==> src/rtl/mem_port_arbiter.sv <==
// Arbitrates the single memory port between instruction fetch and data access.
// Data side wins ties; a saturating counter forces fetch through after a run of data grants.
module mem_port_arbiter #(
  parameter int ADDR_W       = 32,
  parameter int DATA_W       = 32,
  parameter int STARVE_LIMIT = 4
) (
  input  logic              clk,
  input  logic              reset,
  input  logic              if_req,
  input  logic [ADDR_W-1:0] if_addr,
  output logic              if_ready,
  output logic [DATA_W-1:0] if_rdata,
  input  logic [1:0]        dm_op,
  input  logic [ADDR_W-1:0] dm_addr,
  input  logic [DATA_W-1:0] dm_wdata,
  output logic              dm_ready,
  output logic [DATA_W-1:0] dm_rdata,
  output logic              mem_req,
  output logic              mem_we,
  output logic [ADDR_W-1:0] mem_addr,
  output logic [DATA_W-1:0] mem_wdata,
  input  logic              mem_ack,
  input  logic [DATA_W-1:0] mem_rdata,
  output logic              busy
);

  typedef enum logic [1:0] {
    IDLE    = 2'd0,
    SERVE_I = 2'd1,
    SERVE_D = 2'd2
  } state_t;

  localparam logic [3:0] LIMIT = 4'(STARVE_LIMIT);

  state_t     state;
  state_t     state_nxt;
  logic [3:0] cnt;

  logic dm_valid;
  logic dm_we;
  logic if_pend;
  logic dm_pend;
  logic grant_i;
  logic grant_d;
  logic done_i;
  logic done_d;

  always_ff @(posedge clk or posedge reset) begin
    if (reset) state <= IDLE;
    else       state <= state_nxt;
  end

  always_comb begin
    state_nxt = state;
    unique case (state)
      IDLE: begin
        if (grant_d)      state_nxt = SERVE_D;
        else if (grant_i) state_nxt = SERVE_I;
      end
      SERVE_I,
      SERVE_D: begin
        if (mem_ack) state_nxt = IDLE;
      end
      default: state_nxt = IDLE;
    endcase
  end

  // A port whose ready pulse is high is not re-sampled this cycle.
  always_comb begin
    dm_we    = (dm_op == 2'b10);
    dm_valid = (dm_op == 2'b01) || dm_we;
    if_pend  = if_req & ~if_ready;
    dm_pend  = dm_valid & ~dm_ready;
    grant_d  = 1'b0;
    grant_i  = 1'b0;
    done_i   = 1'b0;
    done_d   = 1'b0;
    unique case (state)
      IDLE: begin
        grant_d = dm_pend & ~(if_pend & (cnt == LIMIT));
        grant_i = if_pend & ~grant_d;
      end
      SERVE_I: done_i = mem_ack;
      SERVE_D: done_d = mem_ack;
      default: ;
    endcase
  end

  always_ff @(posedge clk or posedge reset) begin
    if (reset) begin
      mem_req   <= 1'b0;
      mem_we    <= 1'b0;
      mem_addr  <= '0;
      mem_wdata <= '0;
      busy      <= 1'b0;
      if_ready  <= 1'b0;
      dm_ready  <= 1'b0;
      if_rdata  <= '0;
      dm_rdata  <= '0;
      cnt       <= '0;
    end else begin
      if_ready <= done_i;
      dm_ready <= done_d;
      if (grant_d) begin
        mem_req   <= 1'b1;
        busy      <= 1'b1;
        mem_we    <= dm_we;
        mem_addr  <= dm_addr;
        mem_wdata <= dm_wdata;
      end else if (grant_i) begin
        mem_req   <= 1'b1;
        busy      <= 1'b1;
        mem_we    <= 1'b0;
        mem_addr  <= if_addr;
        mem_wdata <= '0;
      end
      if (done_i || done_d) begin
        mem_req <= 1'b0;
        busy    <= 1'b0;
      end
      if (done_i) if_rdata <= mem_rdata;
      if (done_d && !mem_we) dm_rdata <= mem_rdata;
      if (grant_i)
        cnt <= '0;
      else if (grant_d && if_pend && cnt != LIMIT)
        cnt <= cnt + 4'd1;
    end
  end

endmodule
==> config.mk <==
export PLATFORM = sky130hd
export DESIGN_NAME = mem_port_arbiter
export DESIGN_NICKNAME = d
export VERILOG_FILES = /design/src/rtl/mem_port_arbiter.sv
export SDC_FILE = /design/constraint.sdc
export NUM_CORES = 1
export LEC_CHECK = 0
export CAP_MARGIN = 20
export CORE_MARGIN = 10
export CORE_UTILIZATION = 43
export CTS_BUF_LIST = sky130_fd_sc_hd__clkbuf_4
export CTS_CLUSTER_DIAMETER = 200
export DETAILED_ROUTE_END_ITERATION = 10
export MAX_ROUTING_LAYER = met4
export PLACE_DENSITY = 0.81
export SLEW_MARGIN = 20
export SYNTH_ARGS = -nofsm -noshare
export SYNTH_HDL_FRONTEND = slang
export SYNTH_SLANG_ARGS = --single-unit
==> constraint.sdc <==
create_clock -name clk -period 6.3 [get_ports clk]
set_input_delay 1.89 -clock clk [delete_from_list [all_inputs] [get_ports clk]]
set_output_delay 1.89 -clock clk [all_outputs]
set_load 0.01 [all_outputs]
# Yosys cells after proc, flatten, opt, wreduce, memory -nomap -nowiden

Index checks and enable logic that the tools add are counted.

Bitwise gates (word level): 9
Reduce and logical (&&, ||, !) cells: 12
Equal/unequal tests: 8
Add/subtract/negate cells: 1
Muxes and demuxes: 19

Operators with widths:

| operator                                       | number |
|---|---|
| 2-to-1 mux 32 bit                              | 4 |
| 2-to-1 mux 1 bit                               | 9 |
| 2-to-1 mux 4 bit                               | 2 |
| 2-to-1 mux 2 bit                               | 3 |
| bitwise AND 1 bit                              | 5 |
| adder 4 x 1 -> 4 bit (second input constant)   | 1 |
| == test 2 x 1 -> 1 bit (second input constant) | 2 |
| == test 2 bit (second input constant)          | 2 |
| == test 4 x 3 -> 1 bit (second input constant) | 1 |
| != test 4 x 3 -> 1 bit (second input constant) | 1 |
| NOT 1 bit                                      | 4 |
| case mux 2 bit (2 select lines)                | 1 |
| nonzero test 2 bit                             | 2 |
| logical AND 1 bit                              | 3 |
| != test 3 bit (second input constant)          | 1 |
| nonzero test 3 bit                             | 1 |
| logical NOT 2 bit                              | 1 |
| logical OR 1 bit                               | 2 |
| != test 2 bit (second input constant)          | 1 |
| AND reduction 2 bit                            | 1 |
| OR reduction 2 bit                             | 1 |
| logical NOT 1 bit                              | 1 |

Bits in registers: 138
Output and inout port bits: 133

# Depth between registers and ports, before layout

Depth in word-level cells: 11
Mapped depth: 8
Mapped depth without buffers: 6

# Worst setup path before layout

No wires, ideal clock.

Path type: in2reg
From: input port dm_op[0]
To: register mem_addr[10]
Path buffers: 1
Stages: 7
Setup slack: 3.034 ns
Required time: 6.179 ns
Library setup time: 0.121 ns
Arrival time: 3.145 ns
Cell sequence: inv_1 > ha_1 > or2_1 > a21oi_4 > clkbuf_1 > nor2_1 > o22a_1

Word-level cells in the longest chain between the ends: 8
Elaborated cells between the ends (all ways): 11
Classes of those cells: eq/ne: 2; mux: 3; bitwise: 4; reduce/logical: 2

Ends and longest elaborated chain:

| item                                                    | line   | text |
|---|---|---|
| start: declaration                                      | 14     | `input logic [1:0] dm_op,` |
| == test 2 x 1 -> 1 bit or == test 2 bit (tied branches) | 72, 71 |  |
| logical OR 1 bit *                                      | 72     | `dm_valid = (dm_op == 2'b01) \|\| dm_we;` |
| bitwise AND 1 bit *                                     | 74     | `dm_pend = dm_valid & ~dm_ready;` |
| bitwise AND 1 bit *                                     | 81     | `grant_d = dm_pend & ~(if_pend & (cnt == LIMIT));` |
| NOT 1 bit                                               | 82     | `grant_i = if_pend & ~grant_d;` |
| bitwise AND 1 bit                                       | 82     |  |
| 2-to-1 mux 1 bit                                        | 79     | `unique case (state)` |
| nonzero test 2 bit (no source line)                     | --     |  |
| end signal: assignment                                  | 109    | `mem_addr <= dm_addr;` |
| end signal: assignment                                  | 115    | `mem_addr <= if_addr;` |
| end: declaration                                        | 21     | `output logic [ADDR_W-1:0] mem_addr,` |

Mark *: on every way between the ends. The rest lies on a longest branch, timed or not.
A chain may end at the register's enable or synchronous reset.

# Final worst setup path

From: input port dm_op[0]
To: register mem_addr[29]

Same word-level chain as after synthesis.

==> impl.org <==
** Routing
- The count of nets left with antenna violations once routing finished came out at 0.
- Starting DRT DRC Count :: between 150 and 200
- Met1 wire length :: ~6900 um
- The first detailed-routing pass took 4 iterations.
- Drt total wl :: ~19000 um
- Dividing the detail-routed via count by the number of cells gives roughly 5.2.
- After detailed routing, the met2 layer carries 9114 um of wire.
- Top Layer Used :: met4
- Routed wirelength normalized by instance count :: 20.80 um
- Detail Route met3 WL :: 2043 um
- DR DRC count :: 0
- Via count :: 4666

** Synth
- Synthesis inferred 138 register bits.
- Post-Syn Area per Cell :: around 13 um^2
- Leading cell types by total area after synthesis :: sky130_fd_sc_hd__dfrtp_1 (58%), sky130_fd_sc_hd__mux2_2 (8.1%), sky130_fd_sc_hd__a2bb2oi_2 (7.1%)
- The Yosys step of the flow raised 0 warnings.
- The number of nets handed over by synthesis was between 500 and 600.
- Area fraction of the dominant cell type after synthesis :: 0.5796
- Yosys top cell by area :: sky130_fd_sc_hd__dfrtp_1
- Sequential cell area fraction in the yosys report :: 0.5796
- Synth Cell Area :: 0.005958 mm^2
- In this run, distinct cell masters in the synthesized netlist total 35.
- Number of instances in the synthesized netlist :: 445

** Place
- Including well taps, the total number of placed cells is 860.
- Gp weighted congestion :: 0.7881
- Port-buffer cells :: between 200 and 300
- Prior to clock tree synthesis, the placed netlist has a worst setup slack of 1.891 ns.
- Detailed placement ended at an HPWL of 13920 um.

** STA
- Post-Route Skew :: 0.01313 ns
- Setup violations remaining at the end of the flow were counted as 0.
- Unrepaired setup endpoints after global routing :: false
- Across all hold checks on the routed design, the worst slack comes to 0.4843 ns.
- Of the available clock period, the critical path in the final layout requires 0.6089.
- Worst Max-Slew Pin Slew :: roughly 1.1 ns
- The final number of hold-violating endpoints came to 0.
- Accumulated negative setup slack :: 0 ns
- The final number of max-transition violations was 0.
- The worst path meets setup with 2.464 ns of slack.
- Headroom to the max-slew limit :: 0.2844
- Subtracting the final worst setup slack from the clock period gives 3.836 ns.
- Derived from the worst setup path, the maximum achievable clock frequency is 0.2607 GHz.

** Pwr
- Summed over all cells, the static leakage comes to approximately 3.7 nW.
- Highest ir drop seen on vdd :: 300.7 uV
- Power density over the cells :: 502.0 mW/mm^2

** Critical path
- Launch point of the critical path :: dm_op[0]
- CP Data Required Time :: approximately 6.8 ns
- STA classifies the critical path startpoint as an input pin.
- Data on the critical path arrives at its endpoint at 4.29 ns.
- The number of cells on the worst reg-to-reg path is 6.
- The critical path is of the input pin to flip-flop type.
- Worst Path Max Fanout :: 33
- Worst R2R Setup Slack :: 4.02 ns
- STA classifies the critical path endpoint as a flip-flop.
- Crit path to :: mem_addr[29]$_DFFE_PP0P_
- The startpoint identified for the worst register-to-register timing path is cnt[0]$_DFFE_PP0P_.
- Worst r2r dst :: mem_addr[29]$_DFFE_PP0P_

** Finish
- Non-filler instance count after layout :: 892
- Leaving out fill and tap cells, the most frequent cell in the layout is sky130_fd_sc_hd__clkdlybuf4s50_1.
- Final design utilization :: 0.6691
- Fillers :: 969
- Commonest non-fill, non-tap cells in the layout :: sky130_fd_sc_hd__clkdlybuf4s50_1 (266), sky130_fd_sc_hd__dfrtp_1 (138), sky130_fd_sc_hd__nor2_1 (67)
- After the last flow step, the layout net total stands at roughly 840.
- The area growth from synthesis to layout is 50.48%.
- Fraction of layout instances using a drive strength above 1 :: 0.1608

** CTS
- Setup repair bufs after CTS :: 0
- Once the clock tree was built, the resizer swapped 0 gates to a different size.
- Counting along the longest clock path gives a buffer depth of 2.
- Clock sink count :: 138
- The H-tree was split into 4 levels.
- CTS tree :: built
- In this run, CTS created clock tree buffers numbering 17.
- CTS placed an instance of sky130_fd_sc_hd__clkbuf_4 at the clock tree root.
- Clock-pin slew was measured on the worst setup and hold paths at 0.11 ns.
- Total of hold buffers inserted after clock tree synthesis :: 0
- Clock latency of the later-clocked register in the worst-skew pair :: ~0.52 ns

** Die
- around 270 I/O pins were placed.
- The initialized floorplan defines 42 standard-cell rows.
- The core region is 0.01340 mm^2.
- In this run the vertical extent of the chip is between 100 and 150 um.
- Overall die area :: approximately 0.019 mm^2
- Initial cell density of the core :: 0.4446
- Measured along the x axis, the die boundary spans 137.7 um.

** GRT
- In the global route stage, overall resource usage came out at 0.2002.
- The total overflow left after global routing is 0.
- The number of antenna violations at the first check in global routing came to 1.
- Number of global-route vias before repair :: 5215
- Entering global routing, the biggest net connects 107 pins.
- The first global-routing pass estimated 28570 um of wire.

** Status
- Run status :: completed

** Hold path
- Worst Hold Path Cells :: 1
- Class of the tightest hold or removal check :: flip-flop to flip-flop

** Job
- Max Cap Viol :: 0
per-stage QoR:
| stage | instance area (um^2) | power, W |
|---|---|---|
| after floorplan | 5958 | 0.002802 |
| after global placement | 8701 | 0.003928 |
| after detailed placement | 8710 | 0.004029 |
| after CTS | 8962 | 0.004571 |
| after global routing | 8966 | 0.004798 |
| final | 8966 | 0.004501 |
sequential cells by signal, summed over array words and instances, names as in the netlist:
name       count
mem_wdata     32
cnt            4
dm_rdata      32
dm_ready       1
if_ready       1
state          2
if_rdata      32
mem_addr      32
mem_we         1
busy           1
kinds of logic (layout without fill, tap and decap cells):
group | after synthesis | in the layout | share of synthesized area
compound gates | 111 | 111 | 0.1888
fa+ha+maj | 6 | 6 | 0.01260
buf+inv | 40 | 310 | 0.03717
flops | 138 | 138 | 0.5796
mux | 64 | 64 | 0.1210
other cells | 0 | 1 | 0
simple gates | 86 | 86 | 0.06090
how the worst min path moves through the flow:
| stage | startpoint | endpoint |
|---|---|---|
| after global placement | cnt[3]$_DFFE_PP0P_ | cnt[3]$_DFFE_PP0P_ |
| final | cnt[3]$_DFFE_PP0P_ | cnt[3]$_DFFE_PP0P_ |
| after detailed placement | cnt[3]$_DFFE_PP0P_ | cnt[3]$_DFFE_PP0P_ |
| after floorplan | cnt[3]$_DFFE_PP0P_ | cnt[3]$_DFFE_PP0P_ |
| after CTS | cnt[3]$_DFFE_PP0P_ | cnt[3]$_DFFE_PP0P_ |
| after global routing | cnt[3]$_DFFE_PP0P_ | cnt[3]$_DFFE_PP0P_ |
cell usage after synthesis (all sizes together):
library cell	n
a21o	3
and2b	1
and2	2
or2	1
o21bai	2
nor3	2
nand2b	2
nor3b	1
o32ai	2
o21a	1
a2bb2oi	31
o21ai	4
nand3	2
and3b	1
a22o	33
dfrtp	138
clkbuf	9
nand2	5
buf	23
ha	6
o22a	31
nor2	67
mux2	64
o41ai	1
nand3b	1
nor2b	1
inv	8
a21oi	3
worst max-delay path, stage by stage:
cell and delay [ns]:
sky130_fd_sc_hd__clkdlybuf4s50_1 0.45, sky130_fd_sc_hd__inv_1 0.04, sky130_fd_sc_hd__ha_1 0.29, sky130_fd_sc_hd__nor2_1 0.38, sky130_fd_sc_hd__nand2b_2 0.67, sky130_fd_sc_hd__a2bb2oi_1 0.36, sky130_fd_sc_hd__o22a_1 0.17
report_power, final:
group	internal (W)	switching, W	total [W]	leakage (nW)
clock network	0.000195	0.000327	0.000522	0.130
registers	0.00132	0.000247	0.00157	1.65
logic	0.00138	0.00103	0.00241	1.97
per-layer routing:
metal | vias to the layer above | global-route usage
met1 | 2279 | 0.2153
met5 | - | -
met3 | 35 | 0.09395
met4 | 0 | 0.08285
met2 | 209 | 0.3137
li1 | 2143 | -
final cells by class:
| class | count | area [um^2] | area share |
|---|---|---|---|
| antenna | 1 | 2.502 | 0.0002791 |
| clock buffer | 17 | 127.6 | 0.01423 |
| clock inverter | 14 | 125.1 | 0.01395 |
| inverter | 8 | 35.03 | 0.003907 |
| multi-input combinational | 267 | 2302 | 0.2568 |
| sequential | 138 | 3453 | 0.3852 |
| tap | 176 | 220.2 | 0.02456 |
| timing repair buffer | 271 | 2700 | 0.3011 |
(Power assumes the default switching activity.)
